[config.mk]
export PLATFORM = sky130hd
export DESIGN_NAME = mem_bus_if
export DESIGN_NICKNAME = d
export VERILOG_FILES = /design/src/rtl/mem_bus_if_pkg.sv /design/src/rtl/mem_bus_if.sv
export SDC_FILE = /design/constraint.sdc
export NUM_CORES = 1
export LEC_CHECK = 0
export CORE_MARGIN = 2
export CORE_UTILIZATION = 30
export DETAILED_ROUTE_END_ITERATION = 12
export PLACE_DENSITY = 0.57
export SLEW_MARGIN = 10
export SYNTH_ARGS = -nofsm -noshare
export SYNTH_HDL_FRONTEND = slang
export SYNTH_SLANG_ARGS = --single-unit
export TNS_END_PERCENT = 30
[constraint.sdc]
create_clock -name clk -period 2.9 [get_ports clk]
set_clock_uncertainty 0.05 [all_clocks]
set_input_delay 0.29 -clock clk [delete_from_list [all_inputs] [get_ports clk]]
set_output_delay 0.29 -clock clk [all_outputs]
set_load 0.01 [all_outputs]
[src/rtl/mem_bus_if_pkg.sv]
// ----------------------------------------------------------------------------
// mem_bus_if_pkg
//   Shared definitions for the MEM-stage bus access unit: FSM state encodings,
//   default bus widths (the core's register-bus width) and a helper that sizes
//   the timeout counter.
// ----------------------------------------------------------------------------
package mem_bus_if_pkg;

    typedef enum logic [1:0] {
        MBI_IDLE = 2'd0,
        MBI_REQ  = 2'd1,
        MBI_WAIT = 2'd2,
        MBI_DONE = 2'd3
    } mbi_state_t;

    // Default widths follow the core register bus.
    localparam int MBI_ADDR_W = 32;
    localparam int MBI_DATA_W = 32;

    // Counter must hold values 0..timeout_cyc. A disabled timeout (0) still
    // keeps a 1-bit counter so no zero-width vectors appear.
    function automatic int mbi_cnt_w(input int timeout_cyc);
        return (timeout_cyc > 0) ? $clog2(timeout_cyc + 1) : 1;
    endfunction

endpackage

[src/rtl/mem_bus_if.sv]
// ----------------------------------------------------------------------------
// mem_bus_if
//   Data-memory access unit between the MEM stage and a valid/ready system bus.
//   Handles one outstanding transaction, stalls the pipeline until the slave
//   responds, and reports bus errors and timeouts.
//
// Ports
//   clk, rst          clock, synchronous active-high reset
//   req_*_i           MEM-stage request (ce, we, addr, wdata, sel)
//   rdata_o           load data, valid in DONE, held until the next load
//   stallreq_o        combinational stall request to ctrl
//   err_o             one-cycle error pulse in DONE
//   err_addr_o        address of the most recent errored access
//   bus_valid_o       request valid toward the slave
//   bus_ready_i       slave accepts the request
//   bus_addr_o .. bus_sel_o   registered request fields
//   bus_rvalid_i      response valid (loads and stores)
//   bus_rdata_i       response data
//   bus_rerr_i        response error, qualified by bus_rvalid_i
//
// State | meaning
// ------+-------------------------------------------------------------------
// IDLE  | no access in flight; req_ce_i latches a new request
// REQ   | bus_valid_o high, waiting for bus_ready_i
// WAIT  | request accepted, waiting for bus_rvalid_i
// DONE  | single completion cycle; stall released, rdata/err presented
// ----------------------------------------------------------------------------
module mem_bus_if
    import mem_bus_if_pkg::*;
#(
    parameter int ADDR_W      = MBI_ADDR_W,
    parameter int DATA_W      = MBI_DATA_W,   // multiple of 8
    parameter int TIMEOUT_CYC = 255           // 0 disables the timeout
) (
    input  logic                  clk,
    input  logic                  rst,

    input  logic                  req_ce_i,
    input  logic                  req_we_i,
    input  logic [ADDR_W-1:0]     req_addr_i,
    input  logic [DATA_W-1:0]     req_wdata_i,
    input  logic [DATA_W/8-1:0]   req_sel_i,

    output logic [DATA_W-1:0]     rdata_o,
    output logic                  stallreq_o,
    output logic                  err_o,
    output logic [ADDR_W-1:0]     err_addr_o,

    output logic                  bus_valid_o,
    input  logic                  bus_ready_i,
    output logic [ADDR_W-1:0]     bus_addr_o,
    output logic                  bus_we_o,
    output logic [DATA_W-1:0]     bus_wdata_o,
    output logic [DATA_W/8-1:0]   bus_sel_o,
    input  logic                  bus_rvalid_i,
    input  logic [DATA_W-1:0]     bus_rdata_i,
    input  logic                  bus_rerr_i
);

    localparam int CNT_W  = mbi_cnt_w(TIMEOUT_CYC);
    localparam bit TMO_EN = (TIMEOUT_CYC > 0);
    // The counter reaches TIMEOUT_CYC on the edge that leaves REQ/WAIT, so the
    // forced completion is decided while it still holds TIMEOUT_CYC-1.
    localparam logic [CNT_W-1:0] CNT_LAST =
        CNT_W'((TIMEOUT_CYC > 0) ? TIMEOUT_CYC - 1 : 0);

    mbi_state_t       state;
    logic [CNT_W-1:0] cnt;

    logic in_flight;
    logic rsp_take;
    logic tmo_hit;
    logic cpl_err;

    always_comb begin
        in_flight = 1'b0;
        rsp_take  = 1'b0;
        tmo_hit   = 1'b0;
        cpl_err   = 1'b0;

        in_flight = (state == MBI_REQ) || (state == MBI_WAIT);

        // A zero-wait slave may accept and respond in the same REQ cycle.
        rsp_take = ((state == MBI_REQ) && bus_ready_i && bus_rvalid_i) ||
                   ((state == MBI_WAIT) && bus_rvalid_i);

        // A response arriving on the last allowed cycle still wins.
        tmo_hit = TMO_EN && in_flight && (cnt == CNT_LAST) && !rsp_take;

        cpl_err = tmo_hit || (rsp_take && bus_rerr_i);
    end

    // Must reach ctrl in the same cycle, so it cannot be registered.
    assign stallreq_o = req_ce_i & (state != MBI_DONE);

    always_ff @(posedge clk) begin
        if (rst) begin
            state       <= MBI_IDLE;
            cnt         <= '0;
            bus_valid_o <= 1'b0;
            bus_addr_o  <= '0;
            bus_we_o    <= 1'b0;
            bus_wdata_o <= '0;
            bus_sel_o   <= '0;
            rdata_o     <= '0;
            err_o       <= 1'b0;
            err_addr_o  <= '0;
        end else begin
            err_o <= 1'b0;

            case (state)
                MBI_IDLE: begin
                    if (req_ce_i) begin
                        bus_addr_o  <= req_addr_i;
                        bus_we_o    <= req_we_i;
                        bus_wdata_o <= req_wdata_i;
                        bus_sel_o   <= req_sel_i;
                        cnt         <= '0;
                        bus_valid_o <= 1'b1;
                        state       <= MBI_REQ;
                    end
                end

                MBI_REQ, MBI_WAIT: begin
                    cnt <= cnt + CNT_W'(1);
                    if (rsp_take || tmo_hit) begin
                        // Timeout only drops valid; the slave is not told.
                        state       <= MBI_DONE;
                        bus_valid_o <= 1'b0;
                        err_o       <= cpl_err;
                        if (cpl_err) begin
                            err_addr_o <= bus_addr_o;
                            rdata_o    <= '0;
                        end else if (!bus_we_o) begin
                            rdata_o <= bus_rdata_i;
                        end
                    end else if ((state == MBI_REQ) && bus_ready_i) begin
                        bus_valid_o <= 1'b0;
                        state       <= MBI_WAIT;
                    end
                end

                MBI_DONE: begin
                    // Always pass through IDLE so back-to-back requests never
                    // overlap bus_valid_o with the completing access.
                    state <= MBI_IDLE;
                end

                default: begin
                    state <= MBI_IDLE;
                end
            endcase
        end
    end

endmodule

* Yosys cells after proc, flatten, opt, wreduce, memory -nomap -nowiden *
Index checks and enable logic that the tools add are counted.

word-level totals
  bits of input ports = 107
  output and inout port bits = 136
  register bits = 145
  word-level logic and storage cells = 55

operators by class
  $add $sub $neg = 1
  mux-type cells = 12
  bitwise gates (word level) = 3
  eq/ne operators = 8
  reductions and logical operators = 21

operator list
  operator             number
  $mux 32              2
  $pmux 8 s2           1
  $reduce_and 3->1     3
  $add 8x1->8 const B  1
  $eq 8x8->1 const B   1
  $mux 8               1
  $logic_and 1x1->1    6
  $mux 2               3
  $pmux 2 s3           1
  $reduce_and 2->1     3
  $eq 2x2->1 const B   2
  $logic_or 1x1->1     4
  $ne 2x2->1 const B   2
  $mux 1               3
  $ne 3x3->1 const B   1
  $reduce_or 3->1      1
  $eq 2x1->1 const B   1
  $logic_not 2->1      1
  $ne 2x1->1 const B   1
  $not 1->1            2
  $pmux 1 s2           1
  $reduce_bool 2->1    1
  $reduce_or 2->1      1
  $and 1x1->1          1
  $logic_not 1->1      1

* Longest topological paths before layout *
  depth in word-level cells = 9
  mapped depth = 8
  depth with buffers taken out = 6

* Worst setup path after synthesis *
Ideal clock, no wire load.

  path kind = flip-flop to flip-flop
  start = register state[1]
  end = register rdata_o[0]
  arrival = 1,641 ps
  library setup time = 117 ps
  path buffers = 2
  clock period less this slack = 1,808 ps
  path slack = 1,092 ps
  required time = 2,733 ps
  stages on the path, launching flop included = 9
  path through = dfxtp_1 inv_1 ha_1 buf_4 nand4_2 o2bb2ai_2 a31oi_2 buf_2 a22o_1

between the ends
  longest elaborated chain between the ends = 9
  elaborated cells on any way between the ends = 17
  classes of those cells = eq/ne: 3; mux: 1; reduce/logical: 13

ends and longest elaborated chain
  element                          RTL line                                               RTL
  from (decl)                      mem_bus_if.sv:67                                       mbi_state_t state;
  from (signal assigned)           mem_bus_if.sv:98                                       state <= MBI_IDLE;
  from (signal assigned)           mem_bus_if.sv:120                                      state <= MBI_REQ;
  from (signal assigned)           mem_bus_if.sv:128                                      state <= MBI_DONE;
  $eq 2x1->1                       mem_bus_if.sv:81, mem_bus_if.sv:84, mem_bus_if.sv:111
  $logic_and 1x1->1 (2 in series)  mem_bus_if.sv:84                                       rsp_take = ((state == MBI_REQ) && bus_ready_i && bus_rvalid_i) ||
  $logic_or 1x1->1                 mem_bus_if.sv:84
  $logic_not 1->1                  mem_bus_if.sv:88                                       tmo_hit = TMO_EN && in_flight && (cnt == CNT_LAST) && !rsp_take;
  $logic_and 1x1->1                mem_bus_if.sv:88
  $logic_or 1x1->1                 mem_bus_if.sv:90                                       cpl_err = tmo_hit || (rsp_take && bus_rerr_i);
  $ne 2x1->1 (no line)             -
  $reduce_and 3->1 (no line)       -
  to (signal assigned)             mem_bus_if.sv:135                                      rdata_o <= bus_rdata_i;
  to (decl)                        mem_bus_if.sv:44                                       output logic [DATA_W-1:0] rdata_o,

Several ways; a longest one is shown, not always the timed one.
A chain may end at the register's enable or synchronous reset.

* Worst setup path in the final report *
  start = register state[1]
  end = register rdata_o[10]

Same word-level chain as after synthesis.

==> impl_results.rst <==
.. list-table::
   :header-rows: 1

   * - Metric
     - Value
   * - Reg-to-reg endpoint
     - rdata_o[10]
   * - Crit Path Max Fanout
     - 32
   * - Chip width
     - 139 µm
   * - Place WS
     - 0.478 ns
   * - Cell taking the most area after synthesis
     - dfxtp_1
   * - HPWL reported at the end of detailed placement
     - 10.8 mm
   * - Measured slew at the worst slew-check pin
     - 0.559 ns
   * - Placeable core region
     - 18000 µm²
   * - Number of global-route vias before repair
     - 4781
   * - Fraction of the yosys area taken by sequential cells
     - 53.0%
   * - GPL Wtd Cong
     - 0.789
   * - Top achievable clock speed
     - 0.408 GHz
   * - Row Count
     - 49
   * - Overflow left after global routing
     - 0
   * - Avg WL per Cell
     - 14.9 µm
   * - Register-to-register setup slack
     - 0.45 ns
   * - Total via count after detailed routing
     - 4844
   * - Clock Tree Buf Depth
     - 2
   * - Total CTS buffers
     - 17
   * - Largest net degree at the start of global routing
     - 124
   * - Ranking of synthesized cells by area
     - dfxtp_1, nand2_1, nand2b_1, a21oi_1, mux2i_1
   * - Total wire length after detailed routing
     - 15.8 mm
   * - Max rail drop VDD
     - 0.370 mV
   * - Post-DRT Antenna Nets
     - 0
   * - Average vias per placed instance
     - 4.57
   * - Count of filler cells inserted in the layout
     - 1679
   * - Total setup buffers inserted after CTS
     - 0
   * - Average cell area after synthesis
     - 9.21 µm²
   * - Sort of element at the start of the critical path
     - flop
   * - Share of the synthesized area in the top cell type
     - 53.0%
   * - Arrival time at the worst endpoint
     - 2.71 ns
   * - Result of the run
     - finished, final reports clean
   * - Synthesized area
     - 5480 µm²
   * - Clock root buffer master
     - clkbuf_16
   * - Clock latency reported for the late side of the worst-skew pair
     - 0.42 ns
   * - Final setup violation count
     - 0
   * - CTS tree
     - yes
   * - Resize count post-CTS
     - 0
   * - Number of detailed-routing iterations run before antenna repair
     - 4
   * - Initial Utilization
     - 30.5%
   * - Final total negative setup slack
     - 0 ns
   * - Critical path capture point type
     - flop
   * - Area grow syn2layout
     - 58.6%
   * - Wire length of the first global-routing pass
     - 25.0 mm
   * - Hold-critical path endpoint
     - cnt[0]
   * - Hold Path Cell Cnt
     - 2
   * - Start point of the worst hold path
     - rst
   * - Pins over their slew limit
     - 0
   * - Yosys synthesis warning count
     - 0
   * - Port Buf Inserts
     - 242
   * - Die Footprint
     - 19400 µm²
   * - Number of nets produced by synthesis
     - 708
   * - Final critical path time including I/O delays and setup
     - 2.45 ns
   * - Worst endpoint required time
     - 3.16 ns
   * - Inserted Diodes
     - 0
   * - Final Net Count
     - 932
   * - Leakage power
     - 3.33 nW
   * - Die height
     - 139 µm
   * - Worst setup path category
     - flop to flop
   * - Post-Syn Instances
     - 595
   * - # DRC
     - 0
   * - Worst r2r src
     - state[1]
   * - Worst-path clk slew
     - 0.06 ns
   * - Max-cap violation count
     - 0
   * - Worst-case reg-to-reg path depth
     - 7
   * - Initial antenna violation count
     - 0
   * - Worst path setup slack after routing
     - 0.449 ns
   * - H-tree Lvls
     - 4
   * - Unrepaired setup endpoints after global routing
     - false
   * - Fraction of layout cells with a size suffix above 1
     - 6.01%
   * - Share of the clock period used by the worst path after layout
     - 84.5%
   * - Cell variety after synth
     - 39
   * - Number of flip-flops and latches in the synthesized netlist
     - 145
   * - Synth Flop Type
     - dfxtp_1
   * - Total global routing track utilization
     - 16.1%
   * - Top-Level Pins
     - 243
   * - Total placed cells including tap cells
     - 1029
   * - Final hold violation count
     - 0
   * - Post-cts hold buffer count
     - 0
   * - Total clock sinks
     - 145
   * - Non-filler instance count after layout
     - 1061
   * - Initial DRC Count
     - 205
   * - EDFF count, synth
     - 0
   * - Power density over the cells
     - 693 nW/µm²
   * - Share of flip-flops with an asynchronous set or reset after synthesis
     - 0%
   * - Slew margin rel.
     - 62.7%
   * - Hold Crit Class
     - input pin to flop
how the worst max path moves through the flow:
stage,slack (ns),end,startpoint
6_report,0.45,rdata_o[10],state[1]
5_1_grt,0.24,err_addr_o[1],state[1]
4_1_cts,0.43,err_addr_o[3],state[1]
3_5_place_dp,0.48,err_addr_o[3],state[1]
3_3_place_gp,0.64,err_addr_o[25],state[1]
2_1_floorplan,1.09,rdata_o[0],state[1]
layer usage:
metal	routed length, µm	vias up	GRT usage (%)
met1	6570	2242	18.3
met4	176	0	5.74
li1	-	2436	-
met2	7840	155	27.8
met3	1180	11	6.01
met5	0	-	0
critical path: stages, from the launching register on:
cell and delay [ns]:
dfxtp_1 0.41, inv_1 0.11, ha_1 0.62, nand4_2 0.22, o2bb2ai_2 0.30, a31oi_2 0.13
buf_4 0.27, a22o_1 0.22
report_power, final:
| part | internal [mW] | switching, mW |
|---|---|---|
| Combinational | 0.682 | 0.695 |
| Sequential | 2.19 | 0.135 |
| Clock | 1.42 | 0.906 |
cells in the mapped netlist, drive strengths merged, types with 3 or more instances:
cell type and count:
dfxtp 145, nand2 144, a21oi 74, nand2b 64
mux2i 33, a22o 32, clkbuf 25, buf 19
nor2 12, ha 6, inv 4, nand4 4
nor3b 4, nor2b 3, xnor2 3
layout make-up:
| type | instances | area, µm² | share of cell area [%] |
|---|---|---|---|
| Sequential cell | 145 | 2900 | 33.4 |
| Timing Repair Buffer | 249 | 2500 | 28.7 |
| Multi-Input combinational cell | 402 | 2360 | 27.2 |
| Clock buffer | 19 | 453 | 5.21 |
| Tap cell | 229 | 287 | 3.30 |
| Clock inverter | 13 | 176 | 2.03 |
| Inverter | 4 | 15.0 | 0.173 |
sequential cells by signal, summed over array words and instances, names as in the netlist:
| name | flops |
|---|---|
| bus_addr_o | 32 |
| bus_valid_o | 1 |
| cnt | 8 |
| bus_wdata_o | 32 |
| state | 2 |
| bus_we_o | 1 |
| err_addr_o | 32 |
| bus_sel_o | 4 |
| rdata_o | 32 |
| err_o | 1 |
per-stage QoR:
| stage | utilization [%] | instance area (µm²) | hold WS (ns) | power (mW) |
|---|---|---|---|---|
| global placement | 44.9 | 8060 | 0.391 | 3.73 |
| finish | 48.4 | 8690 | 0.185 | 6.02 |
| CTS | 48.4 | 8690 | 0.171 | 6.12 |
| global route | 48.4 | 8690 | 0.187 | 6.35 |
| detailed placement | 44.9 | 8060 | 0.400 | 3.76 |
| floorplan | - | 5480 | 0.373 | 3.07 |
cell families (layout without fill, tap and decap cells):
group | after synthesis | count (layout) | synth area share, %
AO/OA/AOI/OAI | 116 | 116 | 14.0
XOR/XNOR | 5 | 5 | 0.799
adder cells (fa/ha/maj) | 6 | 6 | 1.37
buffers and inverters | 48 | 285 | 4.02
flip-flops | 145 | 145 | 53.0
multiplexers | 34 | 34 | 6.23
AND/OR/NAND/NOR | 241 | 241 | 20.6
layout by cell type (no fill, tap or decap), drive strengths merged, types with 3 or more instances in the layout:
| cell type | count |
|---|---|
| clkdlybuf4s50 | 241 |
| dfxtp | 145 |
| nand2 | 144 |
| a21oi | 74 |
| nand2b | 64 |
| mux2i | 33 |
| a22o | 32 |
| clkbuf | 19 |
| nor2 | 12 |
| buf | 8 |
| inv | 8 |
| ha | 6 |
| nor3b | 4 |
| nand4 | 4 |
| nor2b | 3 |
| xnor2 | 3 |
| bufinv | 3 |
| clkinv | 3 |
| clkinvlp | 3 |
Note: power is estimated with default switching activity, not from simulation.
